### src/rtl/ps2_kbd_rx.sv
// ---------------------------------------------------------------------------
// ps2_kbd_rx
// Host-side PS/2 keyboard receiver. Receives the 11-bit frames (start, eight
// data bits LSB first, odd parity, stop) on ps2_clk/ps2_data. It checks the
// framing and the parity, and folds the E0 (extended) and F0 (break) prefixes
// into key events. The events go into a show-ahead FIFO that the keyboard
// matrix logic reads.
//
// Ports
//   clk_sys      in   system clock, all logic on posedge
//   reset_n      in   asynchronous active-low reset
//   ps2_clk      in   PS/2 clock, asynchronous, idle high
//   ps2_data     in   PS/2 data, asynchronous, idle high
//   rx_byte      out  last correctly received raw byte
//   rx_strobe    out  1-cycle pulse when rx_byte updates
//   key_code     out  head-of-FIFO scancode (0 when FIFO empty)
//   key_ext      out  head event was E0-prefixed
//   key_release  out  head event was F0-prefixed
//   key_valid    out  FIFO not empty
//   key_rd       in   pop head event (ignored when empty)
//   parity_err   out  1-cycle pulse, frame dropped for bad parity
//   frame_err    out  1-cycle pulse, frame dropped for bad stop or timeout
//   overflow     out  sticky, an event was lost because the FIFO was full
// ---------------------------------------------------------------------------
module ps2_kbd_rx #(
  parameter int FILTER    = 4,
  parameter int TIMEOUT   = 4096,
  parameter int FIFO_BITS = 3
) (
  input  logic       clk_sys,
  input  logic       reset_n,
  input  logic       ps2_clk,
  input  logic       ps2_data,
  output logic [7:0] rx_byte,
  output logic       rx_strobe,
  output logic [7:0] key_code,
  output logic       key_ext,
  output logic       key_release,
  output logic       key_valid,
  input  logic       key_rd,
  output logic       parity_err,
  output logic       frame_err,
  output logic       overflow
);

  localparam int FCW   = $clog2(FILTER + 1);
  localparam int TCW   = $clog2(TIMEOUT + 1);
  localparam int DEPTH = 1 << FIFO_BITS;

  typedef enum logic [1:0] {IDLE, DATA, PARITY, STOP} state_t;

  logic [1:0]           clkSync_q, dataSync_q;
  logic                 clkS, dataS;
  logic                 filtClk_q, filtClk_d;
  logic [FCW-1:0]       filtCnt_q, filtCnt_d;
  logic                 fall;

  state_t               state_q, state_d;
  logic [7:0]           shift_q, shift_d;
  logic [2:0]           bitCnt_q, bitCnt_d;
  logic                 parBit_q, parBit_d;
  logic [TCW-1:0]       toCnt_q, toCnt_d;
  logic [7:0]           rxByte_q, rxByte_d;
  logic                 strobe_q, strobe_d;
  logic                 parErr_q, parErr_d;
  logic                 frmErr_q, frmErr_d;

  logic                 ext_q, rel_q, overflow_q;
  logic [FIFO_BITS:0]   wrPtr_q, rdPtr_q;
  logic [9:0]           mem [DEPTH];
  logic [9:0]           head;
  logic                 isPrefix, push, pop, empty, full, doWrite;

  // Two-flop synchronisers; they reset to the idle-high bus level so that
  // no edge appears when reset is released.
  always_ff @(posedge clk_sys or negedge reset_n) begin
    if (!reset_n) begin
      clkSync_q  <= 2'b11;
      dataSync_q <= 2'b11;
    end else begin
      clkSync_q  <= {clkSync_q[0], ps2_clk};
      dataSync_q <= {dataSync_q[0], ps2_data};
    end
  end

  assign clkS  = clkSync_q[1];
  assign dataS = dataSync_q[1];

  // The filtered clock follows the synchronised clock only after that clock
  // has held a different level for FILTER consecutive cycles. A fall is
  // flagged in the same cycle that the filtered level is updated, so the data
  // bit is sampled at that moment.
  always_comb begin
    filtClk_d = filtClk_q;
    filtCnt_d = '0;
    fall      = 1'b0;
    if (clkS != filtClk_q) begin
      if (filtCnt_q == FCW'(FILTER - 1)) begin
        filtClk_d = clkS;
        fall      = filtClk_q;
      end else begin
        filtCnt_d = filtCnt_q + 1'b1;
      end
    end
  end

  // The frame FSM moves only on filtered falls. The watchdog counts idle
  // cycles between falls while a frame is in progress. When it reaches
  // TIMEOUT, the partial frame is aborted. The prefix flags live in the
  // decoder, so the abort leaves them untouched.
  always_comb begin
    state_d  = state_q;
    shift_d  = shift_q;
    bitCnt_d = bitCnt_q;
    parBit_d = parBit_q;
    rxByte_d = rxByte_q;
    strobe_d = 1'b0;
    parErr_d = 1'b0;
    frmErr_d = 1'b0;

    if (state_q == IDLE || fall) begin
      toCnt_d = '0;
    end else begin
      toCnt_d = toCnt_q + 1'b1;
    end

    case (state_q)
      IDLE: begin
        if (fall && !dataS) begin
          state_d  = DATA;
          bitCnt_d = 3'd0;
        end
      end
      DATA: begin
        if (fall) begin
          shift_d  = {dataS, shift_q[7:1]};
          bitCnt_d = bitCnt_q + 3'd1;
          if (bitCnt_q == 3'd7) begin
            state_d = PARITY;
          end
        end
      end
      PARITY: begin
        if (fall) begin
          parBit_d = dataS;
          state_d  = STOP;
        end
      end
      STOP: begin
        if (fall) begin
          state_d = IDLE;
          if (!dataS) begin
            frmErr_d = 1'b1;
          end else if (^{shift_q, parBit_q}) begin
            strobe_d = 1'b1;
            rxByte_d = shift_q;
          end else begin
            parErr_d = 1'b1;
          end
        end
      end
      default: state_d = IDLE;
    endcase

    if (state_q != IDLE && !fall && toCnt_q == TCW'(TIMEOUT - 1)) begin
      state_d  = IDLE;
      frmErr_d = 1'b1;
      toCnt_d  = '0;
    end
  end

  // Receiver state, filter and registered output pulses.
  always_ff @(posedge clk_sys or negedge reset_n) begin
    if (!reset_n) begin
      filtClk_q <= 1'b1;
      filtCnt_q <= '0;
      state_q   <= IDLE;
      shift_q   <= '0;
      bitCnt_q  <= '0;
      parBit_q  <= 1'b0;
      toCnt_q   <= '0;
      rxByte_q  <= '0;
      strobe_q  <= 1'b0;
      parErr_q  <= 1'b0;
      frmErr_q  <= 1'b0;
    end else begin
      filtClk_q <= filtClk_d;
      filtCnt_q <= filtCnt_d;
      state_q   <= state_d;
      shift_q   <= shift_d;
      bitCnt_q  <= bitCnt_d;
      parBit_q  <= parBit_d;
      toCnt_q   <= toCnt_d;
      rxByte_q  <= rxByte_d;
      strobe_q  <= strobe_d;
      parErr_q  <= parErr_d;
      frmErr_q  <= frmErr_d;
    end
  end

  // The decoder and FIFO act on the registered strobe. A prefix byte sets
  // its flag. Any other byte is pushed together with the flags, and the
  // flags are then cleared, even when the push is lost to a full FIFO.
  // The pointers carry one extra bit so that full and empty can be told
  // apart.
  assign isPrefix = (rxByte_q == 8'hE0) || (rxByte_q == 8'hF0);
  assign push     = strobe_q && !isPrefix;
  assign empty    = (wrPtr_q == rdPtr_q);
  assign full     = (wrPtr_q[FIFO_BITS] != rdPtr_q[FIFO_BITS]) &&
                    (wrPtr_q[FIFO_BITS-1:0] == rdPtr_q[FIFO_BITS-1:0]);
  assign pop      = key_rd && !empty;
  assign doWrite  = push && (!full || pop);

  always_ff @(posedge clk_sys or negedge reset_n) begin
    if (!reset_n) begin
      ext_q      <= 1'b0;
      rel_q      <= 1'b0;
      overflow_q <= 1'b0;
      wrPtr_q    <= '0;
      rdPtr_q    <= '0;
    end else begin
      if (strobe_q) begin
        if (rxByte_q == 8'hE0) begin
          ext_q <= 1'b1;
        end else if (rxByte_q == 8'hF0) begin
          rel_q <= 1'b1;
        end else begin
          ext_q <= 1'b0;
          rel_q <= 1'b0;
        end
      end
      if (push && full && !pop) begin
        overflow_q <= 1'b1;
      end
      if (doWrite) begin
        wrPtr_q <= wrPtr_q + 1'b1;
      end
      if (pop) begin
        rdPtr_q <= rdPtr_q + 1'b1;
      end
    end
  end

  // Event storage needs no reset because the outputs are masked while the
  // FIFO is empty. When the FIFO is full and a pop happens in the same
  // cycle, the write lands in the slot being popped.
  always_ff @(posedge clk_sys) begin
    if (doWrite) begin
      mem[wrPtr_q[FIFO_BITS-1:0]] <= {ext_q, rel_q, rxByte_q};
    end
  end

  assign head        = mem[rdPtr_q[FIFO_BITS-1:0]];
  assign key_valid   = !empty;
  assign key_code    = key_valid ? head[7:0] : 8'h00;
  assign key_release = key_valid & head[8];
  assign key_ext     = key_valid & head[9];
  assign rx_byte     = rxByte_q;
  assign rx_strobe   = strobe_q;
  assign parity_err  = parErr_q;
  assign frame_err   = frmErr_q;
  assign overflow    = overflow_q;

endmodule

### config.mk
export PLATFORM = sky130hd
export DESIGN_NAME = ps2_kbd_rx
export DESIGN_NICKNAME = d
export VERILOG_FILES = /design/src/rtl/ps2_kbd_rx.sv
export SDC_FILE = /design/constraint.sdc
export NUM_CORES = 1
export LEC_CHECK = 0
export BUFFER_PORTS_ARGS = -buffer_cell sky130_fd_sc_hd__buf_2
export CAP_MARGIN = 40
export CORE_MARGIN = 4
export CORE_UTILIZATION = 60
export DETAILED_ROUTE_END_ITERATION = 16
export GPL_TIMING_DRIVEN = 0
export MAX_ROUTING_LAYER = met4
export PLACE_DENSITY = 0.78
export SETUP_SLACK_MARGIN = 0.3
export SYNTH_ARGS = -nofsm -noshare
export SYNTH_HDL_FRONTEND = slang
export SYNTH_SLANG_ARGS = --single-unit
### constraint.sdc
create_clock -name clk_sys -period 2.83 [get_ports clk_sys]
set_input_delay 0 -clock clk_sys [delete_from_list [all_inputs] [get_ports clk_sys]]
set_output_delay 0 -clock clk_sys [all_outputs]
set_load 0.02 [all_outputs]
==> impl_metrics.json <==
{
  "clk_pin_slew_ns": 0.06,
  "hpwl_um": 6800,
  "critPathRequiredTime_ns": 2.83,
  "die_h_um": 105,
  "dr_total_vias": 3099,
  "cts_root_buf": "clkbuf_8",
  "critical_path.startpoint_type": "flip-flop",
  "fin_crit_ns": 2.45,
  "final_common_cell": "edfxtp_1",
  "die-area_sq_um": 11100,
  "crit_arrival_ns": 2.45,
  "antenna_found_initial": 0,
  "max-cap-violations": 0,
  "crit_type": "flip-flop to output pin",
  "min_period_over_period_pct": 86.7,
  "globalplace.congestion": 0.771,
  "grt_pass1_vias": 3267,
  "ys_seq_area_share_pct": 67.8,
  "synth.distinct_cells": 45,
  "fmax_mhz": 407,
  "synthMuxAreaShare_pct": 14.1,
  "area_growth_pct": 20.2,
  "wirelength_um": 10800,
  "clock_skew_ns": 0.0153,
  "p_per_area_nw_per_um2": 839,
  "synth_compound_area_share_pct": 2.41,
  "finalPower_mw": 5.71,
  "yosys_warnings": 0,
  "dr_wl_met2_um": 5730,
  "r2r-start": "wrPtr_q[1]",
  "relSlewSlack_pct": 50.5,
  "grt_use_total_pct": 21.5,
  "ys.flop_type": "edfxtp_1",
  "synthesis.nets": 362,
  "rsz0062_at_grt": "true",
  "m1WireLength_um": 4390,
  "post-route-util_pct": 74.0,
  "layout_common_cells": "edfxtp_1, dfrtp_1, buf_2, nor2_1",
  "io_pins": 28,
  "hold_path_class": "input pin to async pin",
  "cts-htree-levels": 4,
  "die_w_um": 105,
  "p_leak_nw": 2.64,
  "synth_fa_ha_area_share_pct": 2.43,
  "met3WireLength_um": 513,
  "n_fill_cell": 539,
  "startpoint": "wrPtr_q[2]",
  "cts_made_buffers": 17,
  "grt_max_degree": 33,
  "async_flop_share_pct": 41.6,
  "rows": 35,
  "yosys.area_share.simple_pct": 7.47,
  "irDropWorstVdd_v": 0.000507,
  "grt-ovfl-total": 0,
  "synth-xor-area-share_pct": 4.62,
  "top_layer": "met4",
  "synth_seq_cells": 137,
  "ant_nets": 0,
  "clk_latency_ns": 0.52,
  "r2r_setup_slack_ns": 0.38,
  "drtIter0Drc": 145,
  "netlist_instances": 346,
  "timing_hold_violations_final": 0,
  "synth_area_sq_um": 5660,
  "design.core.area_sq_um": 9200,
  "rr_worst_depth": 7,
  "clk_path_buf_depth": 2,
  "worstMarginPinSlew_ns": 0.742,
  "synth_top_family_by_area": "multiplexers",
  "cts_sinks": 137,
  "outcome": "finished clean",
  "port_buffers": 27,
  "cts_tree": "built",
  "wl_per_cell_um": 20.0,
  "synth-edff-count": 80,
  "cp-endpoint": "key_code[4]",
  "avgSynthCellArea_sq_um": 16.4,
  "start_util_pct": 61.5,
  "worst_setup_path_end_kind": "output pin",
  "viasPerCell": 5.75,
  "grt_pass1_wl_um": 17500,
  "drive_above_1_share_pct": 32.7,
  "dr.pass1.iters": 4,
  "drc_errors": 0,
  "setup_viol": 0,
  "diodes": 0,
  "final_max_slew_viol_count": 0,
  "cp_max_fo": 10,
  "reg2reg_to": "mem[6][1]",
  "layout.nets": 431
}
## cells by family after synthesis
| logic type | Yosys count |
|---|---|
| multiplexers | 51 |
| XOR/XNOR | 29 |
| flip-flops | 137 |
| AO/OA/AOI/OAI | 20 |
| adder cells (fa/ha/maj) | 11 |
| AND/OR/NAND/NOR | 82 |
| buffers and inverters | 16 |
## synth_stat cells, types with 10 or more instances
master / n / area, sq um
edfxtp_1: 80 / 2400
dfrtp_1: 52 / 1300
nor2_1: 32 / 120
mux2_2: 20 / 225
mux4_2: 20 / 450
nand2_1: 14 / 52.6
xnor2_1: 14 / 123
xor2_1: 14 / 123
ha_1: 11 / 138
mux2i_1: 10 / 100
## per-layer routing
| layer | vias to the layer above | GRT usage [%] |
|---|---|---|
| met4 | 0 | 7.97 |
| met3 | 16 | 4.88 |
| met1 | 1579 | 27.0 |
| met5 | - | - |
| met2 | 72 | 34.6 |
| li1 | 1432 | - |
## per-stage QoR
| step | setup slack (ns) | std cells | hold slack (ns) | TNS [ns] | instance area [sq um] |
|---|---|---|---|---|---|
| 2_1_floorplan | 0.345 | 346 | -0.296 | 0 | 5660 |
| 3_3_place_gp | -0.443 | 484 | 0.105 | -20.66 | 5930 |
| 3_5_place_dp | 0.238 | 493 | 0.106 | 0 | 6050 |
| 4_1_cts | 0.274 | 529 | 0.105 | 0 | 6690 |
| 5_1_grt | 0.170 | 539 | 0.124 | 0 | 6800 |
| 6_report | 0.376 | 539 | 0.0792 | 0 | 6800 |
## timing repair
action,CTS,global route
setup buffers,0,10
endpoints found under the setup margin,32,49
hold buffers,4,0
hold endpoints to repair,38,0
pin swaps,0,3
resized for setup,3,9
## worst min-delay path by stage
stage / startpoint / to / cells past startpoint
2_1_floorplan: reset_n / bitCnt_q[0] / 0
3_3_place_gp: ps2_data / dataSync_q[0] / 1
3_5_place_dp: reset_n / rdPtr_q[2] / 1
4_1_cts: reset_n / rdPtr_q[2] / 2
5_1_grt: ps2_clk / clkSync_q[0] / 2
6_report: reset_n / rdPtr_q[2] / 2
## sequential cells by signal, summed over array words and instances (netlist names), 2 cells and up
| register | count |
|---|---|
| wrPtr_q | 4 |
| state_q | 2 |
| bitCnt_q | 3 |
| toCnt_q | 13 |
| rdPtr_q | 4 |
| filtCnt_q | 3 |
| dataSync_q | 2 |
| shift_q | 8 |
| clkSync_q | 2 |
| mem | 80 |
| rx_byte | 8 |
## area by class of cell
| cell class | instances | area (sq um) | area share, % |
|---|---|---|---|
| repair buffers | 50 | 338 | 4.97 |
| multi-input cells | 193 | 1830 | 26.9 |
| well taps | 111 | 139 | 2.04 |
| plain buffers | 11 | 55.1 | 0.809 |
| flip-flops and latches | 137 | 3830 | 56.4 |
| inverters | 5 | 18.8 | 0.276 |
| clock buffers | 21 | 470 | 6.92 |
| clock inverters | 11 | 119 | 1.75 |
## critical path, stage by stage, from the launching register on
cell      delay, ns
dfrtp_1        0.37
buf_2          0.22
xor2_1         0.19
nor4b_1        0.56
clkbuf_4       0.37
nor2_1         0.08
buf_2          0.16
## report_power, final
| part | internal [mW] | total [mW] | switching, mW |
|---|---|---|---|
| logic | 0.548 | 1.26 | 0.716 |
| registers | 2.21 | 2.29 | 0.0847 |
| clock network | 1.35 | 2.15 | 0.802 |
Power figures use the tool's default switching activity.
